[config.mk]
export PLATFORM = sky130hd
export DESIGN_NAME = extend_arbiter_flat
export DESIGN_NICKNAME = d
export VERILOG_FILES = /design/src/rtl/extend_arbiter_if.sv /design/src/rtl/extend_arbiter.sv /design/src/flat_wrapper.sv
export SDC_FILE = /design/constraint.sdc
export NUM_CORES = 1
export LEC_CHECK = 0
export ABC_CLOCK_PERIOD_IN_PS = 2500
export CAP_MARGIN = 15
export CORE_AREA = 3 3 47 49
export DETAILED_ROUTE_END_ITERATION = 12
export DIE_AREA = 0 0 50 52
export GPL_ROUTABILITY_DRIVEN = 1
export HOLD_SLACK_MARGIN = 0.05
export PLACE_DENSITY = 0.84
export SLEW_MARGIN = 30
export SYNTH_ARGS = -nofsm -noshare
export SYNTH_HDL_FRONTEND = slang
export SYNTH_SLANG_ARGS = --single-unit
[constraint.sdc]
create_clock -name clk_i -period 2.5 [get_ports clk_i]
set_input_delay 0.375 -clock clk_i [delete_from_list [all_inputs] [get_ports clk_i]]
set_output_delay 0.375 -clock clk_i [all_outputs]
set_load 0.02 [all_outputs]
[src/rtl/extend_arbiter_if.sv]
// Request/response and extend-unit bundle for extend_arbiter.
// slave = arbiter side, master = requesters plus the extend unit.
interface extend_arbiter_if #(
  parameter int IN_W  = 4,
  parameter int OUT_W = 8,
  parameter int REQ   = 2
);
  logic [REQ-1:0]           req_valid;
  logic [REQ-1:0][IN_W-1:0] req_data;
  logic [REQ-1:0]           req_sign;
  logic [REQ-1:0]           req_ready;
  logic                     flush;
  logic [IN_W-1:0]          ext_in;
  logic                     ext_sign;
  logic [OUT_W-1:0]         ext_out;
  logic [REQ-1:0]           rsp_valid;
  logic [OUT_W-1:0]         rsp_data;
  logic                     busy;

  modport slave (
    input  req_valid, req_data, req_sign, flush, ext_out,
    output req_ready, ext_in, ext_sign, rsp_valid, rsp_data, busy
  );

  modport master (
    output req_valid, req_data, req_sign, flush, ext_out,
    input  req_ready, ext_in, ext_sign, rsp_valid, rsp_data, busy
  );
endinterface

[src/rtl/extend_arbiter.sv]
// Round-robin sharing of one fixed-latency sign/zero-extend unit among REQ requesters,
// with requester IDs carried alongside the unit's pipeline to route results back.
module extend_arbiter #(
  parameter int IN_W    = 4,
  parameter int OUT_W   = 8,
  parameter int LAT     = 2,
  parameter int REQ     = 2,
  parameter int MAX_OUT = 2
) (
  input  logic             clk_i,
  input  logic             rst_ni,
  extend_arbiter_if.slave  bus
);
  localparam int   PW            = (REQ > 1) ? $clog2(REQ) : 1;
  localparam int   CW            = $clog2(MAX_OUT + 1);
  localparam logic SIGN_UNSIGNED = 1'b0;

  logic [PW-1:0]           ptr_q, ptr_d;
  logic [LAT-1:0]          tag_v_q;
  logic [LAT-1:0][PW-1:0]  tag_id_q;
  logic [REQ-1:0][CW-1:0]  outst_q, outst_d;
  logic [REQ-1:0]          elig, grant_oh, rsp_oh;
  logic                    grant;
  logic [PW-1:0]           gid, idx;

  // A response retiring this cycle frees its slot for a same-cycle grant.
  // Gating with rst_ni keeps req_ready low while reset is held.
  always_comb begin
    for (int i = 0; i < REQ; i++) begin
      rsp_oh[i] = tag_v_q[LAT-1] && (tag_id_q[LAT-1] == PW'(i));
      elig[i]   = rst_ni && !bus.flush && bus.req_valid[i] &&
                  ((outst_q[i] - CW'(rsp_oh[i])) < CW'(MAX_OUT));
    end
  end

  always_comb begin
    grant    = 1'b0;
    gid      = '0;
    idx      = '0;
    grant_oh = '0;
    for (int k = 0; k < REQ; k++) begin
      idx = PW'((int'(ptr_q) + k) % REQ);
      if (!grant && elig[idx]) begin
        grant = 1'b1;
        gid   = idx;
      end
    end
    if (grant) grant_oh[gid] = 1'b1;
  end

  always_comb begin
    bus.req_ready = grant_oh;
    bus.ext_in    = grant ? bus.req_data[gid] : '0;
    bus.ext_sign  = grant ? bus.req_sign[gid] : SIGN_UNSIGNED;
    bus.rsp_valid = rsp_oh;
    bus.rsp_data  = (|rsp_oh) ? bus.ext_out : '0;
    bus.busy      = |tag_v_q;
  end

  always_comb begin
    ptr_d = grant ? PW'((int'(gid) + 1) % REQ) : ptr_q;
    for (int i = 0; i < REQ; i++) begin
      outst_d[i] = bus.flush ? '0 : outst_q[i] + CW'(grant_oh[i]) - CW'(rsp_oh[i]);
    end
  end

  always_ff @(posedge clk_i or negedge rst_ni) begin
    if (!rst_ni) begin
      ptr_q    <= '0;
      tag_v_q  <= '0;
      tag_id_q <= '0;
      outst_q  <= '0;
    end else begin
      ptr_q       <= ptr_d;
      outst_q     <= outst_d;
      tag_v_q[0]  <= grant && !bus.flush;
      tag_id_q[0] <= gid;
      for (int s = 1; s < LAT; s++) begin
        tag_v_q[s]  <= tag_v_q[s-1] && !bus.flush;
        tag_id_q[s] <= tag_id_q[s-1];
      end
    end
  end
endmodule
[src/flat_wrapper.sv]
// flat-port wrapper written by rule: the top's interface ports become plain ports
module extend_arbiter_flat 
#(
  parameter int IN_W    = 4,
  parameter int OUT_W   = 8,
  parameter int LAT     = 2,
  parameter int REQ     = 2,
  parameter int MAX_OUT = 2
)
  (clk_i, rst_ni, bus_req_valid, bus_req_data, bus_req_sign, bus_flush, bus_ext_out, bus_req_ready, bus_ext_in, bus_ext_sign, bus_rsp_valid, bus_rsp_data, bus_busy);
  extend_arbiter_if #(.IN_W(IN_W), .OUT_W(OUT_W), .REQ(REQ)) bus_i ();
  input  logic clk_i;
  input  logic rst_ni;
  input wire logic [$bits(bus_i.req_valid)-1:0] bus_req_valid;
  input wire logic [$bits(bus_i.req_data)-1:0] bus_req_data;
  input wire logic [$bits(bus_i.req_sign)-1:0] bus_req_sign;
  input wire logic [$bits(bus_i.flush)-1:0] bus_flush;
  input wire logic [$bits(bus_i.ext_out)-1:0] bus_ext_out;
  output wire logic [$bits(bus_i.req_ready)-1:0] bus_req_ready;
  output wire logic [$bits(bus_i.ext_in)-1:0] bus_ext_in;
  output wire logic [$bits(bus_i.ext_sign)-1:0] bus_ext_sign;
  output wire logic [$bits(bus_i.rsp_valid)-1:0] bus_rsp_valid;
  output wire logic [$bits(bus_i.rsp_data)-1:0] bus_rsp_data;
  output wire logic [$bits(bus_i.busy)-1:0] bus_busy;
  assign bus_i.req_valid = bus_req_valid;
  assign bus_i.req_data = bus_req_data;
  assign bus_i.req_sign = bus_req_sign;
  assign bus_i.flush = bus_flush;
  assign bus_i.ext_out = bus_ext_out;
  assign bus_req_ready = bus_i.req_ready;
  assign bus_ext_in = bus_i.ext_in;
  assign bus_ext_sign = bus_i.ext_sign;
  assign bus_rsp_valid = bus_i.rsp_valid;
  assign bus_rsp_data = bus_i.rsp_data;
  assign bus_busy = bus_i.busy;
  extend_arbiter #(.IN_W(IN_W), .OUT_W(OUT_W), .LAT(LAT), .REQ(REQ), .MAX_OUT(MAX_OUT)) u_core (.clk_i(clk_i), .rst_ni(rst_ni), .bus(bus_i));
endmodule
Word-level counts from Yosys, hierarchy flattened
Cells that the tools add are included.
- flip-flop bits (word level): 9
- input bits: 23
- output and inout port bits: 18
- word-level logic and storage cells: 56
- add/sub/neg operators: 8
- magnitude comparators: 6
- mux-type cells: 20
- bitwise operators: 1
- reduce and logical (&&, ||, !) cells: 15
- operators by type and width (kind ; count):
    two-way mux 1 bit ; 12
    two-way mux 4 bit ; 3
    logical AND 1 bit ; 11
    two-way mux 8 bit ; 1
    subtractor 2 x 1 -> 2 bit ; 4
    less-than comparator 1 x 2 -> 1 bit, second input constant ; 3
    two-way mux 2 bit ; 3
    adder 2 x 1 -> 2 bit ; 2
    less-than comparator 2 bit, second input constant ; 2
    OR reduction 2 bit ; 2
    adder 1 bit, second input constant ; 2
    logical NOT 1 bit ; 2
    demux 1 bit (select 1 bit) ; 1
    >= comparator 1 bit, second input constant ; 1
    inverter 1 bit ; 1

Longest topological paths before layout
- word-level depth: 19
- mapped depth: 10
- depth with buffers taken out: 10

Worst setup path after synthesis
Ideal clock, no wire load.
- path kind: register -> register
- from: register u_core.tag_id_q[1] (netlist name)
- to: register u_core.outst_q[1] (netlist name)
- setup time: 119 ps
- data arrival time: 2260 ps
- required time: 2381 ps
- setup slack: 121 ps
- cell stages (with the launch flop): 11
- path buffers: 0
- period minus slack after synthesis: 2379 ps
- path through: dfrtp_1 -> and3b_2 -> xnor2_1 -> a211oi_2 -> inv_1 -> ha_1 -> inv_1 -> ha_1 -> xor2_1 -> xnor2_1 -> nor2_1
- RTL lines (item ; line ; RTL):
    start: declaration ; extend_arbiter.sv:20 ; logic [LAT-1:0][PW-1:0] tag_id_q;
    start signal: indexed assignment ; extend_arbiter.sv:80 ; tag_id_q[s] <= tag_id_q[s-1];
    end signal: assignment ; extend_arbiter.sv:75 ; outst_q <= outst_d;
    end: declaration ; extend_arbiter.sv:21 ; logic [REQ-1:0][CW-1:0] outst_q, outst_d;

Worst setup path in the final report
- from: register u_core.outst_q[0] (netlist name)
- to: output port bus_ext_in[3]
- cells in the longest elaborated chain, start to end: 12
- elaborated cells between the ends (all ways): 16
- classes of those cells: add/sub (1); order compare (1); mux (11); reduce/logical (3)
- RTL lines (item ; line ; RTL):
    subtractor 2 x 1 -> 2 bit * ; extend_arbiter.sv:32 ; ((outst_q[i] - CW'(rsp_oh[i])) < CW'(MAX_OUT));
    less-than comparator 2 bit * ; extend_arbiter.sv:32 ;
    logical AND 1 bit * ; extend_arbiter.sv:31 ; elig[i] = rst_ni && !bus.flush && bus.req_valid[i] &&
    two-way mux 1 bit (not written as such) (2 in a row) ; extend_arbiter.sv:43 ; if (!grant && elig[idx]) begin
    two-way mux 1 bit ; extend_arbiter.sv:43 ;
    logical NOT 1 bit ; extend_arbiter.sv:43 ;
    logical AND 1 bit ; extend_arbiter.sv:43 ;
    two-way mux 1 bit * ; extend_arbiter.sv:43 ;
    via u_core.gid ; extend_arbiter.sv:24 ; logic [PW-1:0] gid, idx;
    two-way mux 4 bit (not written as such) * (2 in a row) ; extend_arbiter.sv:53 ; bus.ext_in = grant ? bus.req_data[gid] : '0;
    two-way mux 4 bit * ; extend_arbiter.sv:53 ;
    end: declaration ; flat_wrapper.sv:20 ; output wire logic [$bits(bus_i.ext_in)-1:0] bus_ext_in;
The timed path passes the listed nets; every way through them passes the cells marked *. The select of a mux whose other input is x is not followed.

==> results.py <==
metrics = {
    "power": {
        "power_mw": 0.439,
        "pwr-share-comb": 0.354,
        "swShare": 0.287,
        "p_leak_nw": 0.584,
        "p_clk_frac": 0.253,
        "p_sw_mw": 0.126,
        "vdd_ir_drop_max_v": 0.000243,
        "p_per_area_nw_per_um2": 369,
        "intPower_mw": 0.313,
        "sequentialPowerShare": 0.393,
    },
    "clocking": {
        "holdBufCountCts": 0,
        "htreeDepth": 1,
        "path_clk_slew_ns": 0.06,
        "clk_latency_ns": 0.26,
        "clockBufferDepth": 2,
        "cts_buffers": 3,
        "tritoncts": "yes",
        "clock_sinks": 9,
        "clockRootBuffer": "clkbuf_4",
    },
    "route": {
        "drc": 0,
        "drt-initial-drc-count": 4,
        "route.met3.wl_um": 239,
        "num_vias": 651,
        "wl_met2_um": 939,
        "highest_layer": "met4",
        "wire_per_inst_um": 13.0,
        "via_per_inst": 4.65,
        "postRouteAntennaNets": 0,
        "drt_pass1_iterations": 2,
        "wl_met1_um": 598,
        "finalWirelength_um": 1830,
    },
    "die": {
        "initial_utilization": 0.324,
        "fp.dieH_um": 52,
        "core-area_um2": 1900,
        "io_pins": 41,
        "die_w_um": 50,
        "die-area_um2": 2600,
        "num_rows": 16,
    },
    "global_routing": {
        "grtUsageTotal": 0.152,
        "grt_max_degree": 10,
        "grt_first_pass_wirelength_um": 2800,
        "first_global_vias": 685,
        "antenna_found_initial": 0,
        "grt-ovfl-total": 0,
    },
    "logic_synthesis": {
        "netlist-cell-type-count": 23,
        "synth_seq_cells": 9,
        "synth_area_per_cell_um2": 10.3,
        "syn_nets": 87,
        "ys_warn_count": 0,
        "seq_area_frac_synth": 0.365,
        "ys_top_cells_by_area": "dfrtp_1 (37%), a22o_1 (8.5%), and2_1 (8.1%)",
        "yosysTopAreaCell": "dfrtp_1",
        "postSynthCellCount": 60,
        "syn_area_um2": 617,
        "synth_top_area_frac": 0.365,
    },
    "worst_setup_path": {
        "critical-path-max-stage-delay_ns": 0.41,
        "critPathLaunchType": "flop",
        "path_buf_inv": 2,
        "cp_max_fo": 3,
        "path_class": "reg2out",
        "critPathArrivalTime_ns": 2.02,
        "cp.depth": 6,
        "critPathRequiredTime_ns": 2.12,
        "crit_family": "buffers and inverters",
        "crit_path_top_delay_cell": "dfrtp_1",
        "critPathCaptureType": "primary output",
        "path_cells": "nor3b_4 > xnor2_2 > a211oi_4 > buf_4 > a22o_1 > dlygate4sd2_1",
        "reg2reg_depth": 12,
    },
    "sta": {
        "rsz0062_at_grt": "false",
        "fmax_mhz": 417,
        "finalCritPeriodShare": 0.959,
        "final_max_slew_viol_count": 0,
        "finalSetupViolations": 0,
        "hold_violations": 0,
        "fin_crit_ns": 2.40,
        "hold_ws_ns": 0.0702,
        "slew_headroom": 0.756,
        "fin_skew_ns": 0.00432,
        "worst_slew_pin_slew_ns": 0.365,
    },
    "layout": {
        "mostFrequentLayoutCell": "clkdlybuf4s50_1",
        "mostFrequentLayoutCells": "clkdlybuf4s50_1 (31), buf_4 (9), dfrtp_1 (9), and2_1 (8)",
        "num-fill-cells": 164,
        "nets": 141,
        "antenna_cells": 0,
        "design_area_um2": 1190,
        "finalNonFillerCells": 140,
        "area_growth_pct": 92.5,
        "layout-drive-gt1-share": 0.230,
        "utilization": 0.624,
    },
    "place": {
        "place_area_um2": 1080,
        "place.gp.congestion": 0.821,
        "hpwl_um": 1460,
        "portBuffers": 40,
        "place_inst": 131,
    },
    "job": {
        "max-cap-violations": 0,
    },
    "min_path": {
        "hp-class": "in2async",
    },
    "status": {
        "status": "complete, no violations",
    },
}
==> routing by layer <==
layer | vias up | GRT usage
met5 | - | 0
met4 | 0 | 0.115
li1 | 308 | -
met2 | 42 | 0.272
met1 | 296 | 0.125
met3 | 5 | 0.0774
==> sequential cells by signal, indices dropped and copies added, names as in the netlist <==
| signal | flops |
|---|---|
| u_core.tag_id_q | 2 |
| u_core.outst_q | 4 |
| u_core.ptr_q | 1 |
| u_core.tag_v_q | 2 |
==> area by class of cell <==
cell class,count,area (um^2),share of cell area
timing repair buffer,50,477,0.401
multi-input combinational,46,410,0.346
sequential,9,225,0.190
tap,27,33.8,0.0285
clock buffer,4,26.3,0.0221
inverter,4,15.0,0.0126
==> worst paths after layout <==
| check | startpoint | slack (ns) | to |
|---|---|---|---|
| max | u_core.outst_q[0]$_DFF_PN0_ | 0.10 | bus_ext_in[3] |
| min | rst_ni | 0.07 | u_core.tag_id_q[0]$_DFF_PN0_ |
| max reg2reg | u_core.outst_q[0]$_DFF_PN0_ | 0.12 | u_core.outst_q[3]$_DFF_PN0_ |
| min reg2reg | u_core.tag_id_q[0]$_DFF_PN0_ | 0.36 | u_core.tag_id_q[1]$_DFF_PN0_ |
| max in group asynchronous | rst_ni | 2.29 | u_core.ptr_q$_DFFE_PN0P_ |
| min in group clk_i | u_core.tag_id_q[0]$_DFF_PN0_ | 0.36 | u_core.tag_id_q[1]$_DFF_PN0_ |
==> timing repair <==
action | 4_1_cts | 5_1_grt
endpoints found under the setup margin | 8 | 6
pin swaps | 1 | 8
resized for setup | 8 | 11
hold endpoints to repair | 0 | 0
buffers inserted | 4 | 1
==> cells in the mapped netlist <==
library cell / instances
a211oi_1: 1
a211oi_2: 1
a211oi_4: 1
a22o_1: 6
and2_1: 8
and2_2: 1
and2b_2: 1
and3_1: 1
and3b_1: 1
and3b_2: 1
clkbuf_1: 1
dfrtp_1: 9
ha_1: 4
inv_1: 4
nand2_1: 2
nand3_1: 1
nor2_1: 2
nor2b_1: 4
nor3b_2: 1
o21ai_0: 1
or2_2: 1
xnor2_1: 4
xor2_1: 4
==> power by group through the flow <==
stage / logic (mW) / clock network, mW / registers [mW]
after floorplan: 0.0690 / 0 / 0.170
after global placement: 0.144 / 0 / 0.173
after detailed placement: 0.148 / 0 / 0.173
after CTS: 0.148 / 0.119 / 0.171
after global routing: 0.169 / 0.123 / 0.174
final: 0.155 / 0.111 / 0.172
==> kinds of logic after synthesis <==
logic type / Yosys count / synth area share
flip-flops: 9 / 0.365
AND/OR/NAND/NOR: 24 / 0.252
buffers and inverters: 5 / 0.0304
AO/OA/AOI/OAI: 10 / 0.158
adder cells (fa/ha/maj): 4 / 0.0811
XOR/XNOR: 8 / 0.114
==> per-stage QoR <==
step | TNS (ns) | setup slack (ns)
after floorplan | 0 | 0.121
after global placement | -1.83 | -0.282
after detailed placement | -2.70 | -0.402
after CTS | 0 | 0.0207
after global routing | 0 | 0.00365
final | 0 | 0.104
Power figures use the tool's default switching activity.
